File: src/rtl/led_fade_driver.sv
// led_fade_driver
// Soft on/off LED driver. A level request from the blink stage ramps the PWM
// duty up to a runtime ceiling (brightness_max) and back down to zero, one
// duty step every RAMP_DIV clocks. The working duty is copied into the PWM
// comparator only at the end of a PWM period, so no period is ever cut short
// or stretched.
//
//   state  | meaning
//   -------+--------------------------------------------------------
//   S_OFF  | LED dark, duty held at 0, waiting for led_req
//   S_UP   | ramping duty towards brightness_max
//   S_ON   | fully on, duty tracks brightness_max every cycle
//   S_DOWN | ramping duty towards 0 (ceiling ignored)

module led_fade_driver #(
  parameter int PWM_BITS = 8,
  parameter int RAMP_DIV = 2048
) (
  input  logic                clk,
  input  logic                rst_n,
  input  logic                led_req,
  input  logic [PWM_BITS-1:0] brightness_max,
  output logic                LED,
  output logic [PWM_BITS-1:0] duty,
  output logic                busy
);

  localparam int STEP_W = (RAMP_DIV > 1) ? $clog2(RAMP_DIV) : 1;
  localparam logic [STEP_W-1:0]   STEP_LAST = STEP_W'(RAMP_DIV - 1);
  localparam logic [PWM_BITS-1:0] PWM_LAST  = '1;

  typedef enum logic [1:0] {
    S_OFF  = 2'd0,
    S_UP   = 2'd1,
    S_ON   = 2'd2,
    S_DOWN = 2'd3
  } state_e;

  state_e              state_q, state_d;
  logic [PWM_BITS-1:0] duty_q, duty_d;
  logic [STEP_W-1:0]   step_cnt_q, step_cnt_d;
  logic                busy_q, busy_d;
  logic [PWM_BITS-1:0] duty_active_q;
  logic [PWM_BITS-1:0] pwm_cnt_q;
  logic                led_q;
  logic                step_tick;

  assign step_tick = (step_cnt_q == STEP_LAST);

  // Next-state, duty and step-timer logic; led_req is examined before the
  // ramp so a reversal always wins over a pending step.
  always_comb begin
    state_d    = state_q;
    duty_d     = duty_q;
    step_cnt_d = '0;

    case (state_q)
      S_OFF: begin
        duty_d = '0;
        if (led_req) begin
          state_d = S_UP;
        end
      end

      S_UP: begin
        if (!led_req) begin
          state_d = S_DOWN;
        end else if (duty_q >= brightness_max) begin
          state_d = S_ON;
          duty_d  = brightness_max;
        end else begin
          step_cnt_d = step_tick ? '0 : step_cnt_q + 1'b1;
          if (step_tick) begin
            duty_d = duty_q + 1'b1;
          end
        end
      end

      S_ON: begin
        duty_d = brightness_max;
        if (!led_req) begin
          state_d = S_DOWN;
        end
      end

      S_DOWN: begin
        if (led_req) begin
          state_d = S_UP;
        end else if (duty_q == '0) begin
          state_d = S_OFF;
        end else begin
          step_cnt_d = step_tick ? '0 : step_cnt_q + 1'b1;
          if (step_tick) begin
            duty_d = duty_q - 1'b1;
          end
        end
      end

      default: begin
        state_d = S_OFF;
        duty_d  = '0;
      end
    endcase

    busy_d = (state_d == S_UP) || (state_d == S_DOWN);
  end

  // State, duty, step timer and busy flag registers.
  always_ff @(posedge clk or negedge rst_n) begin
    if (!rst_n) begin
      state_q    <= S_OFF;
      duty_q     <= '0;
      step_cnt_q <= '0;
      busy_q     <= 1'b0;
    end else begin
      state_q    <= state_d;
      duty_q     <= duty_d;
      step_cnt_q <= step_cnt_d;
      busy_q     <= busy_d;
    end
  end

  // Free-running PWM counter; duty shadow reloads only at the period end.
  always_ff @(posedge clk or negedge rst_n) begin
    if (!rst_n) begin
      pwm_cnt_q     <= '0;
      duty_active_q <= '0;
    end else begin
      pwm_cnt_q <= pwm_cnt_q + 1'b1;
      if (pwm_cnt_q == PWM_LAST) begin
        duty_active_q <= duty_q;
      end
    end
  end

  // Registered PWM compare driving the pin.
  always_ff @(posedge clk or negedge rst_n) begin
    if (!rst_n) begin
      led_q <= 1'b0;
    end else begin
      led_q <= (pwm_cnt_q < duty_active_q);
    end
  end

  assign LED  = led_q;
  assign duty = duty_q;
  assign busy = busy_q;

endmodule

File: config.mk
export PLATFORM = sky130hd
export DESIGN_NAME = led_fade_driver
export DESIGN_NICKNAME = d
export VERILOG_FILES = /design/src/rtl/led_fade_driver.sv
export SDC_FILE = /design/constraint.sdc
export NUM_CORES = 1
export LEC_CHECK = 0
export CAP_MARGIN = 25
export CORE_MARGIN = 5
export CORE_UTILIZATION = 53
export DETAILED_ROUTE_END_ITERATION = 16
export HOLD_SLACK_MARGIN = 0.08
export PLACE_DENSITY = 0.77
export SETUP_SLACK_MARGIN = 0.02
export SLEW_MARGIN = 15
export SYNTH_ARGS = -nofsm -noshare
export SYNTH_HDL_FRONTEND = slang
export SYNTH_SLANG_ARGS = --single-unit
File: constraint.sdc
create_clock -name clk -period 2.3 [get_ports clk]
set_clock_uncertainty 0.1 [all_clocks]
set_input_delay 0.46 -clock clk [delete_from_list [all_inputs] [get_ports clk]]
set_output_delay 0.46 -clock clk [all_outputs]
set_load 0.02 [all_outputs]
# Yosys cells after proc, flatten, opt, wreduce, memory -nomap -nowiden
# Index checks and enable logic that the tools add are counted.
dict set report op_classes {
  add_sub_neg 4
  order_cmp 2
  eq_ne 12
  muxes 20
  n_reduce_logical 4
}
# op n
set ops {}
lappend ops {{11-bit 2-to-1 mux} 5}
lappend ops {{8-bit 2-to-1 mux} 6}
lappend ops {{8-bit one-hot mux with 4 select lines} 1}
lappend ops {{11-bit one-hot mux with 2 select lines} 1}
lappend ops {{8-bit by 1-bit adder with 8-bit output (second input constant)} 2}
lappend ops {{2-bit 2-to-1 mux} 6}
lappend ops {{11-bit by 1-bit adder with 11-bit output (second input constant)} 1}
lappend ops {{11-bit equality test (second input constant)} 1}
lappend ops {{8-bit equality test (second input constant)} 1}
lappend ops {{8-bit greater-or-equal comparator} 1}
lappend ops {{8-bit logical NOT} 1}
lappend ops {{8-bit less-than comparator} 1}
lappend ops {{2-bit inequality test (second input constant)} 4}
lappend ops {{2-bit one-hot mux with 4 select lines} 1}
lappend ops {{8-bit by 1-bit subtractor with 8-bit output (second input constant)} 1}
lappend ops {{2-bit equality test (second input constant)} 3}
lappend ops {{5-bit AND reduction} 1}
lappend ops {{2-bit by 1-bit equality test with 1-bit output (second input constant)} 2}
lappend ops {{3-bit inequality test (second input constant)} 1}
lappend ops {{2-bit logical NOT} 1}
lappend ops {{1-bit logical OR} 1}
dict set report totals {
  reg_bits 39
  in_bits 11
  out_inout_bits 10
  wordCells 49
}

# Logic depth before layout (Yosys ltp)
dict set report logic_depth {
  word_depth 6
  mapped_depth 9
  mapped_depth_nobuf 8
}

# Worst setup path after synthesis
# Ideal clock, no wire load.
dict set report synth_timing {
  path_kind {reg-to-reg}
  from {reg duty_q[0], in the netlist duty[0]}
  to {reg duty_q[2], in the netlist duty[2]}
  setup_time_ps 126
  arrival_ps 2298
  required_time_ps 2074
  setup_slack_ps -223
  stages_incl_launch_ff 10
  path_buffers 1
  synth_period_minus_slack_ps 2523
  path_cell_list {dfrtp_1 > inv_1 > ha_1 > nand2b_4 > a2111o_1 > a31oi_1 > buf_4 > mux2i_1 > a2bb2oi_1 > o21ai_1}
}
dict set report synth_between {
  elab_chain_len 5
  word_cells_on_any_way 14
  cone_classes {add/sub (2); order compare (1); eq/ne (2); mux (7); reduce/logical (2)}
}
# item line_no
set synth_rtl {}
lappend synth_rtl {{start, declared} 40} ;# logic [PWM_BITS-1:0] duty_q, duty_d;
lappend synth_rtl {{start signal, assigned} 117} ;# duty_q <= duty_d;
lappend synth_rtl {{8-bit by 1-bit subtractor with 8-bit output or 8-bit by 1-bit adder with 8-bit output (tied branches)} {94, 74}}
lappend synth_rtl {{8-bit 2-to-1 mux (on tied branches)} {93, 73}}
lappend synth_rtl {{8-bit 2-to-1 mux (on tied branches)} {89, 68}}
lappend synth_rtl {{8-bit 2-to-1 mux (on tied branches)} {87, 66}}
lappend synth_rtl {{8-bit one-hot mux with 4 select lines} 57} ;# case (state_q)
# Parallel ways exist; a longest one is shown, timed or not. The select of a mux whose other input is x is not followed.
# A chain may end at the register's enable or synchronous reset.

# Worst setup path in the final report
dict set report layout_timing {
  from {reg duty_q[0], in the netlist duty[0]}
  to {reg duty_q[6], in the netlist duty[6]}
}
# The elaborated chain is that of the path after synthesis.

==> flow_summary.yaml <==
routing:
  drcViolationCount: 0
  ant_nets: 0
  detail_route.iter0.violations: 165
  viasPerCell: 5.96
  final_wl_um: 6570
  dr.pass1.iters: 5
  route.detailed.wl_per_inst_um: 16.8
  detailroute.via_count: 2335
timing:
  setup_viol_count_final: 2
  timing.max_slew.rel_slack_pct: 67.1
  worst_hold_slack_ns: 0.101
  maximum_frequency_from_static_timing_analysis_mhz: 425
  finalWorstSetupSlack_ns: -0.0533
  totalNegativeSetupSlack_ns: -0.0683
  period_share_pct: 102
  worst_slew_pin_slew_ns: 0.493
  report.final.slew_viol_count: 0
  time_the_final_worst_path_needs_with_i_o_delays_and_setup_ns: 2.35
  final_hold_viol_count: 0
  grt_setup_unrepaired: "true"
pwr:
  power_per_cell_area_nw_per_um2: 1010
  static_leakage_nw: 1.48
  clock_power_share_pct: 13.9
  switching_share_pct: 43.2
  combPwrFrac_pct: 61.2
  power.switching_mw: 1.46
  fin_total_pwr_mw: 3.38
  vdd.ir_drop.worst_uv: 634
  power.internal_mw: 1.92
  sequential_cell_fraction_of_total_power_pct: 24.9
synth:
  synth_warn: 0
  ys_dominant_reg_cell: "sky130_fd_sc_hd__dfrtp_1"
  synthCells: 283
  avgSynthCellArea_um2: 8.98
  synth_enable_flop_cells: 0
  yosysUniqueCellTypes: 45
  yosysSeqAreaShare_pct: 38.4
  synth.net_count: 314
  post_synth_instance_area_um2: 2540
  asyncSetResetFlopFracSynth_pct: 100
  ys_seq_elements: 39
outcome:
  violated_checks: "setup timing"
  outcome: "finished, violations left"
critical_path:
  critical_path.slowest_cell: "sky130_fd_sc_hd__a2111o_1"
  cp_data_required_time_ns: 2.38
  worst_setup_path_start_kind: "flop"
  critical_path.endpoint_type: "flop"
  data_arrival_time_of_the_worst_path_ns: 2.43
  critical_path.max_fanout: 8
  critPathLaunch: "duty[0]$_DFFE_PN0P_"
  cpLargestDelayFamily: "compound AO/OA/AOI/OAI gates"
  critical_path_cell_by_cell: "inv_4, ha_4, nand2b_4, a2111o_1, buf_6, a31o_4, nand2_1, a21oi_1, a221o_1"
  criticalPathCategory: "reg2reg"
  slowest_delay_ns: 0.44
  rr_startpoint: "duty[0]$_DFFE_PN0P_"
  crit_buf_inv: 2
placed_design:
  place.gp.congestion: 0.899
  dp_hpwl_um: 4410
  numPlacedInstances: 383
  place_ws_ns: -0.644
  dpl-instance-area_um2: 3040
  io_buffers: 20
min_path:
  hold_path.class: "in2async"
global_route:
  first_global_vias: 2319
  grt_antenna_before_repair: 0
  grt_start_max_net_pins: 40
  groute.usage.overall_pct: 21.9
  globalRoute.totalOverflow: 0
  grt_pass1_wl_um: 10900
floorplanning:
  placeableCoreArea_um2: 4690
  floorplan.io_pins: 21
  core.rowCount: 25
  floorplan.die_area_um2: 6280
  fp.dieW_um: 79.3
  effective_utilization_at_floorplan_pct: 54.2
  fp.dieH_um: 79.3
clock_tree:
  htree_num_levels: 2
  ctsLongestPathBuffers: 2
  clockRootBuffer: "sky130_fd_sc_hd__clkbuf_8"
  clkLatencyLatePin_ns: 0.29
  cts-buffers-inserted: 5
  cts_num_sinks: 39
  ctsHoldBuffers: 0
  clkTransAtPathRegs_ns: 0.09
  tritoncts: "done"
finish:
  most_frequent_cells_in_the_layout: "sky130_fd_sc_hd__dfrtp_1, sky130_fd_sc_hd__buf_4, sky130_fd_sc_hd__nand2_1"
  layout-drive-gt1-share_pct: 24.6
  layout.cell_area.non_filler_um2: 3350
  nets: 368
  layout_commonest_cell: "sky130_fd_sc_hd__dfrtp_1"
  final_util_pct: 71.3
  syn_to_final_growth_pct: 31.6
  layout.cells.non_filler: 392
  antennaDiodeCount: 0
flow_run:
  maxCapViolCount: 0
## final cells by class
class	count	area, um^2
clock buffers	5	68.8
repair buffers	59	508
well taps	54	67.6
fillers	355	1350
flip-flops and latches	39	977
inverters	22	85.1
clock inverters	3	20.0
multi-input cells	210	1620
## final timing paths
| check | end | slack, ns | cells after the start |
|---|---|---|---|
| worst min-delay path | duty[3]$_DFFE_PN0P_ | 0.10 | 2 |
| worst max register to register | duty[6]$_DFFE_PN0P_ | -0.05 | 9 |
| worst max-delay path | duty[6]$_DFFE_PN0P_ | -0.05 | 9 |
| worst min register to register | pwm_cnt_q[0]$_DFF_PN0_ | 0.36 | 1 |
| min in group clk | pwm_cnt_q[0]$_DFF_PN0_ | 0.36 | 1 |
| max in group asynchronous | duty[0]$_DFFE_PN0P_ | 1.63 | 2 |
## flip-flops by register name, indices dropped and copies added, names as in the netlist
name and flops:
step_cnt_q 11, duty_active_q 8, duty 8, state_q 2, busy 1, LED 1, pwm_cnt_q 8
## what timing repair did
item                       4_1_cts  5_1_grt
pin swaps                       18        8
setup endpoints to repair       22       20
buffers inserted                 2        0
resized for setup               42        8
## worst register-to-register path, delay by kind of cell (launching register included)
kind	cells	cell delay (ns)
adder cells (fa/ha/maj)	1	0.18
AO/OA/AOI/OAI	4	1.07
flip-flops	1	0.43
AND/OR/NAND/NOR	2	0.23
buffers and inverters	2	0.23
## Yosys cell counts, types with 7 or more instances
library cell               count  area (um^2)
sky130_fd_sc_hd__nor2_2        7         43.8
sky130_fd_sc_hd__inv_1        21         78.8
sky130_fd_sc_hd__ha_1         20          250
sky130_fd_sc_hd__a21oi_1       7         35.0
sky130_fd_sc_hd__xor2_1       12          105
sky130_fd_sc_hd__nand2_1      31          116
sky130_fd_sc_hd__nand2b_1      8         50.1
sky130_fd_sc_hd__dfrtp_1      39          976
sky130_fd_sc_hd__nand3_1      13         65.1
sky130_fd_sc_hd__nor3_1        8         40.0
sky130_fd_sc_hd__nor2_1       16         60.1
sky130_fd_sc_hd__o21ai_0      18         90.1
sky130_fd_sc_hd__a31oi_1       7         43.8
sky130_fd_sc_hd__xnor2_1      13          114
## logic make-up after synthesis
logic type / share of synthesized area (%)
mux: 0.837
xor+xnor: 8.61
compound gates: 15.1
fa+ha+maj: 9.84
flops: 38.4
simple gates: 21.3
buf+inv: 5.95
## power by group through the flow
stage	sequential [mW]	combinational, mW	clock [mW]
global placement	0.840	1.63	0
detailed placement	0.845	1.67	0
floorplan	0.933	0.992	0
global route	0.855	2.23	0.506
finish	0.841	2.07	0.471
CTS	0.841	1.95	0.478
## metal layers
metal  GRT usage (%)  vias up  routed length [um]
met5               0        -                   0
met4            8.08        0                 203
met3            2.95       24                 364
met2            37.9      101                3270
met1            27.9     1110                2730
li1                -     1100                   -
No activity file was read; power rests on OpenSTA's default activity.
